[config.mk]
export PLATFORM = sky130hd
export DESIGN_NAME = ram_bist_master
export DESIGN_NICKNAME = d
export VERILOG_FILES = /design/src/rtl/ram_bist_master.sv
export SDC_FILE = /design/constraint.sdc
export NUM_CORES = 1
export LEC_CHECK = 0
export ABC_AREA = 0
export BUFFER_PORTS_ARGS = -buffer_cell sky130_fd_sc_hd__buf_2
export CAP_MARGIN = 30
export CORE_MARGIN = 2
export CORE_UTILIZATION = 40
export DETAILED_ROUTE_END_ITERATION = 10
export SLEW_MARGIN = 30
export SYNTH_ARGS = -nofsm -noshare
export SYNTH_HDL_FRONTEND = slang
export SYNTH_SLANG_ARGS = --single-unit
[constraint.sdc]
create_clock -name clock -period 2.08 [get_ports clock]
set_input_delay 0.624 -clock clock [delete_from_list [all_inputs] [get_ports clock]]
set_output_delay 0.624 -clock clock [all_outputs]
set_load 0.02 [all_outputs]
[src/rtl/ram_bist_master.sv]
// Memory BIST master: writes a selectable data pattern to a 256-entry RAM, reads it back,
// and reports the mismatch count, the first failing address and a pass/fail flag.
module ram_bist_master (
   input  logic       clock,
   input  logic       reset,
   input  logic       start,
   input  logic       abort,
   input  logic [1:0] pattern,
   output logic [7:0] ram_data_in,
   output logic       ram_write_enable,
   output logic       ram_read_enable,
   output logic [7:0] ram_address,
   input  logic [7:0] ram_data_out,
   output logic       busy,
   output logic       done,
   output logic       pass,
   output logic [8:0] err_count,
   output logic [7:0] fail_addr
);

   typedef enum logic [2:0] {IDLE, WRITE, READ, DRAIN, DONE} state_t;

   state_t     state_reg, state_next;
   logic [1:0] pattern_reg, pattern_next;
   logic       cmp_valid_reg, cmp_valid_next;
   logic [7:0] cmp_addr_reg, cmp_addr_next;

   logic [7:0] data_next, addr_next, fail_next;
   logic       we_next, re_next, busy_next, done_next, pass_next;
   logic [8:0] err_next;
   logic       mismatch;

   function automatic logic [7:0] exp_data(input logic [1:0] p, input logic [7:0] a);
      case (p)
         2'b00:   exp_data = a;
         2'b01:   exp_data = ~a;
         2'b10:   exp_data = a[0] ? 8'hAA : 8'h55;
         default: exp_data = 8'hFF;
      endcase
   endfunction

   always_comb begin
      state_next     = state_reg;
      pattern_next   = pattern_reg;
      addr_next      = ram_address;
      data_next      = 8'h00;
      we_next        = 1'b0;
      re_next        = 1'b0;
      done_next      = 1'b0;
      pass_next      = pass;
      err_next       = err_count;
      fail_next      = fail_addr;
      // The RAM returns read data one cycle after the address, so compare one edge later.
      cmp_valid_next = ram_read_enable;
      cmp_addr_next  = ram_address;

      mismatch = cmp_valid_reg && (ram_data_out != exp_data(pattern_reg, cmp_addr_reg));
      if (mismatch) begin
         err_next = err_count + 9'd1;
         if (err_count == 9'd0)
            fail_next = cmp_addr_reg;
      end

      case (state_reg)
         IDLE: begin
            // The cycle showing done is treated as part of completion, so start is ignored then.
            if (start && !abort && !done) begin
               state_next   = WRITE;
               pattern_next = pattern;
               addr_next    = 8'h00;
               data_next    = exp_data(pattern, 8'h00);
               we_next      = 1'b1;
               err_next     = 9'd0;
               fail_next    = 8'h00;
               pass_next    = 1'b0;
            end
         end
         WRITE: begin
            if (ram_address == 8'hFF) begin
               state_next = READ;
               addr_next  = 8'h00;
               re_next    = 1'b1;
            end else begin
               addr_next = ram_address + 8'd1;
               data_next = exp_data(pattern_reg, ram_address + 8'd1);
               we_next   = 1'b1;
            end
         end
         READ: begin
            if (ram_address == 8'hFF) begin
               state_next = DRAIN;
               addr_next  = 8'h00;
            end else begin
               addr_next = ram_address + 8'd1;
               re_next   = 1'b1;
            end
         end
         DRAIN: state_next = DONE;
         DONE: begin
            state_next = IDLE;
            done_next  = 1'b1;
            pass_next  = (err_count == 9'd0);
         end
         default: state_next = IDLE;
      endcase

      if (abort && (state_reg == WRITE || state_reg == READ || state_reg == DRAIN)) begin
         state_next     = IDLE;
         addr_next      = 8'h00;
         data_next      = 8'h00;
         we_next        = 1'b0;
         re_next        = 1'b0;
         done_next      = 1'b0;
         pass_next      = 1'b0;
         err_next       = err_count;
         fail_next      = fail_addr;
         cmp_valid_next = 1'b0;
      end

      busy_next = (state_next == WRITE) || (state_next == READ) || (state_next == DRAIN);
   end

   always_ff @(posedge clock or negedge reset) begin
      if (!reset) begin
         state_reg        <= IDLE;
         pattern_reg      <= 2'b00;
         cmp_valid_reg    <= 1'b0;
         cmp_addr_reg     <= 8'h00;
         ram_data_in      <= 8'h00;
         ram_write_enable <= 1'b0;
         ram_read_enable  <= 1'b0;
         ram_address      <= 8'h00;
         busy             <= 1'b0;
         done             <= 1'b0;
         pass             <= 1'b0;
         err_count        <= 9'd0;
         fail_addr        <= 8'h00;
      end else begin
         state_reg        <= state_next;
         pattern_reg      <= pattern_next;
         cmp_valid_reg    <= cmp_valid_next;
         cmp_addr_reg     <= cmp_addr_next;
         ram_data_in      <= data_next;
         ram_write_enable <= we_next;
         ram_read_enable  <= re_next;
         ram_address      <= addr_next;
         busy             <= busy_next;
         done             <= done_next;
         pass             <= pass_next;
         err_count        <= err_next;
         fail_addr        <= fail_next;
      end
   end

endmodule
==> results list <==
- Result of the run: finished with violations
* Violations in the final reports: negative setup slack
* Number of different library cells in the post-synthesis netlist: 55
- Vias in the first global route: 2631
- Instance count after placement with tap cells included: 486
- Number of flip-flops under the largest register name: 9
- RSZ-0062 raised after global routing: true
- Leakage dissipation: 1.89 nW
- Clock Skews: 0.00522 ns
- The first global-routing pass estimated 12500 um of wire.
- Wire segments on met3 add up to 295 um in the final route.
- Data on the critical path arrives at its endpoint at 2.38 ns.
* Type of destination of the critical path: flip-flop
- Total number of placement rows: 31
- Reg2reg end: fail_addr[5]
- The initial antenna violation count is 0.
* Post-DRT Antenna Nets: 0
- The worst pin sits at a relative slew slack of 65.1%.
* Antenna fix cells: 0
- Number of warnings issued by yosys: 0
* Final Power: 2.94 mW
* DRC marker count from the first detailed-route iteration: 108
- Met2 wirelength from detailed routing: 3720 um
* Number of hold buffers added after CTS: 0
- Max Slew Vio Count: 0
- Once layout is complete, the utilization of the core stands at 55.5%.
- Number of vias per cell: 5.40
- Fill cells in the final layout number 663.
- Placement Setup Slack: -0.464 ns
* WL per Instance: 15.2 um
* Reg2reg path depth: 9
- The final layout contains 427 nets.
- Worst path setup slack after routing: -0.0637 ns
* Core outline area: 7250 sq um
- Fin cells: 510
- Post-synthesis instance area: 2990 sq um
* I/O pin count: 52
- Post-synthesis cell count: 317
* Total congestion overflow: 0
- Clk buf depth: 2
- Die Area: 8180 sq um
- For this run, design rule violations remaining after detail routing come to 0.
- Commonest non-fill, non-tap cells in the layout: buf_2, dfrtp_1, nand2_1
* Flop and latch count out of synthesis: 52
- Across the whole layout, storage elements account for 1310 sq um.
* Part of the Yosys area used for sequential elements: 43.5%
- WP data required: 2.32 ns
- Final-report hold violation count: 0
- Finish-stage setup viols: 9
- Multi-input gate area in the final layout: 1710 sq um
- Area growth syn-to-layout: 34.6%
- In the global route stage, overall resource usage came out at 18.8%.
* Height of the die: 90.5 um
- The die is 90.5 um wide.
* Nature of the critical path startpoint: flip-flop
- The clock net in this run drives a total of 52 sinks.
* Class of the most critical hold timing path: in2async
* Mean cell area of the mapped netlist: 9.43 sq um
* H-tree lvl count: 2
- Root cell of the clock tree: clkbuf_8
* Max Fanout on Critical Path: 7
- Placed cell area: 3570 sq um
- At the end of routability-driven placement, the weighted congestion stood at 0.845.
- Largest reg by FF count: err_count
- Most common cell after layout, fill and taps aside: buf_2
- F_max: 466 MHz
- Signal routing reaches up to met4.
- Hold timing on the final database bottoms out at a slack of 0.282 ns.
- Summing over every cut layer, the via total after detailed routing is 2752.
* Clock buffer count from CTS: 5
- Starting utilization of the core area: 41.2%
- Detailed placement ended at an HPWL of 5370 um.
* DR pass1 iterations: 4
- The startpoint identified for the worst register-to-register timing path is pattern_reg[1].
- Post-detailed-routing wire length: 7760 um
- Transition at the pin with the smallest max-transition slack: 0.524 ns
- Finished layout cell area: 4020 sq um
- Final worst-path cycle share: 103%
- Clock transition time at the flip-flop clock pins of the worst setup and hold paths: 0.09 ns
* Summed negative setup slack over all endpoints: -0.399 ns
- Syn_nets: 334
* Post-route minimum period: 2.14 ns
- In this run the power density over the cells is 730 nW/um^2.
- Cells with a size suffix above 1 make up 37.2% of the layout.
* Internal reg-to-reg setup slack: -0.06 ns
- IR analysis of the VDD net gives a maximum drop of 367 uV.
- Critical path class: reg2reg
* Worst-Skew Late Latency: 0.30 ns
- M1 WL: 3550 um
* Largest net degree at the start of global routing: 34
- Port buffering added 51 buffers.
* Maximum capacitance violations: 0
- Clock tree from TritonCTS: built
[cell type report]
type                            instances  share of cell area, %
Sequential cell                        52                   32.5
Timing Repair Buffer                  102                   18.0
Multi-Input combinational cell        238                   42.4
Tap cell                               99                   3.08
Clock buffer                            6                   2.05
Clock inverter                          2                  0.964
Inverter                               11                   1.03
[report_power, final]
part           internal [mW]  switching (mW)
clock network          0.394           0.345
registers               1.09          0.0625
logic                  0.447           0.596
total                   1.93            1.00
[kinds of logic after synthesis]
kind of cell | synth area share [%]
xor gates and xnor gates | 5.27
adders and majority gates | 1.26
muxes | 1.34
buffers and inverters | 4.94
and+or+nand+nor | 22.6
DFF | 43.5
AOI/OAI and AO/OA | 21.0
[how the worst max path moves through the flow]
stage | startpoint | to | slack, ns | depth (start not counted)
finish | pattern_reg[1] | fail_addr[5] | -0.06 | 9
global route | pattern_reg[1] | fail_addr[3] | -0.14 | 10
CTS | cmp_addr_reg[7] | fail_addr[2] | -0.07 | 9
detailed placement | ram_data_out[7] | fail_addr[6] | -0.46 | 9
global placement | ram_data_out[7] | fail_addr[6] | -0.42 | 9
floorplan | ram_data_out[0] | fail_addr[1] | -0.11 | 8
[critical path, stage by stage (launching register included)]
cell	delay [ns]
dfrtp_2	0.48
buf_6	0.15
o21a_1	0.20
o32ai_4	0.29
nor4_4	0.10
buf_4	0.16
a211oi_4	0.33
clkbuf_16	0.22
nand3_2	0.08
o21ai_2	0.06
[Yosys cell counts, drive strengths merged]
library cell	instances	share of area [%]
dfrtp	52	44
nand2	39	4.9
o21ai	33	6.5
nand3	26	4.5
nor2	18	2.3
a21oi	14	2.5
inv	11	1.4
xnor2	11	3.2
buf	10	2.7
nand2b	10	2.1
clkbuf	7	0.88
xor2	7	2.1
and3	6	1.3
nor2b	5	1.0
a31oi	4	0.84
mux2i	4	1.3
nand4	4	0.84
nor4	4	1.8
o22ai	4	0.84
a211oi	3	1.6
a21boi	3	0.75
a21o	3	0.75
and2	3	0.63
ha	3	1.3
nor3b	3	0.75
o211ai	3	0.75
o221ai	3	0.88
o31ai	3	0.92
a2111oi	2	0.67
a22o	2	0.59
nand3b	2	0.50
nor4b	2	0.59
o211a	2	0.67
or3	2	0.42
a221o	1	0.33
a221oi	1	0.50
a31o	1	0.29
and4bb	1	0.42
nand4b	1	0.29
o21a	1	0.25
o311ai	1	0.88
o32ai	1	0.54
or3b	1	0.29
[metal layers]
layer / up-vias / global-route usage, %
li1: 1318 / -
met1: 1336 / 25.5
met2: 81 / 30.7
met3: 17 / 3.42
met4: 0 / 5.51
met5: - / 0
[timing repair]
action / CTS / global route
endpoints found under the hold margin: 0 / 0
setup endpoints to repair: 22 / 24
pin swaps: 11 / 10
buffers inserted: 12 / 2
resized for setup: 8 / 28
gates cloned: 1 / 2
Power figures use the tool's default switching activity.
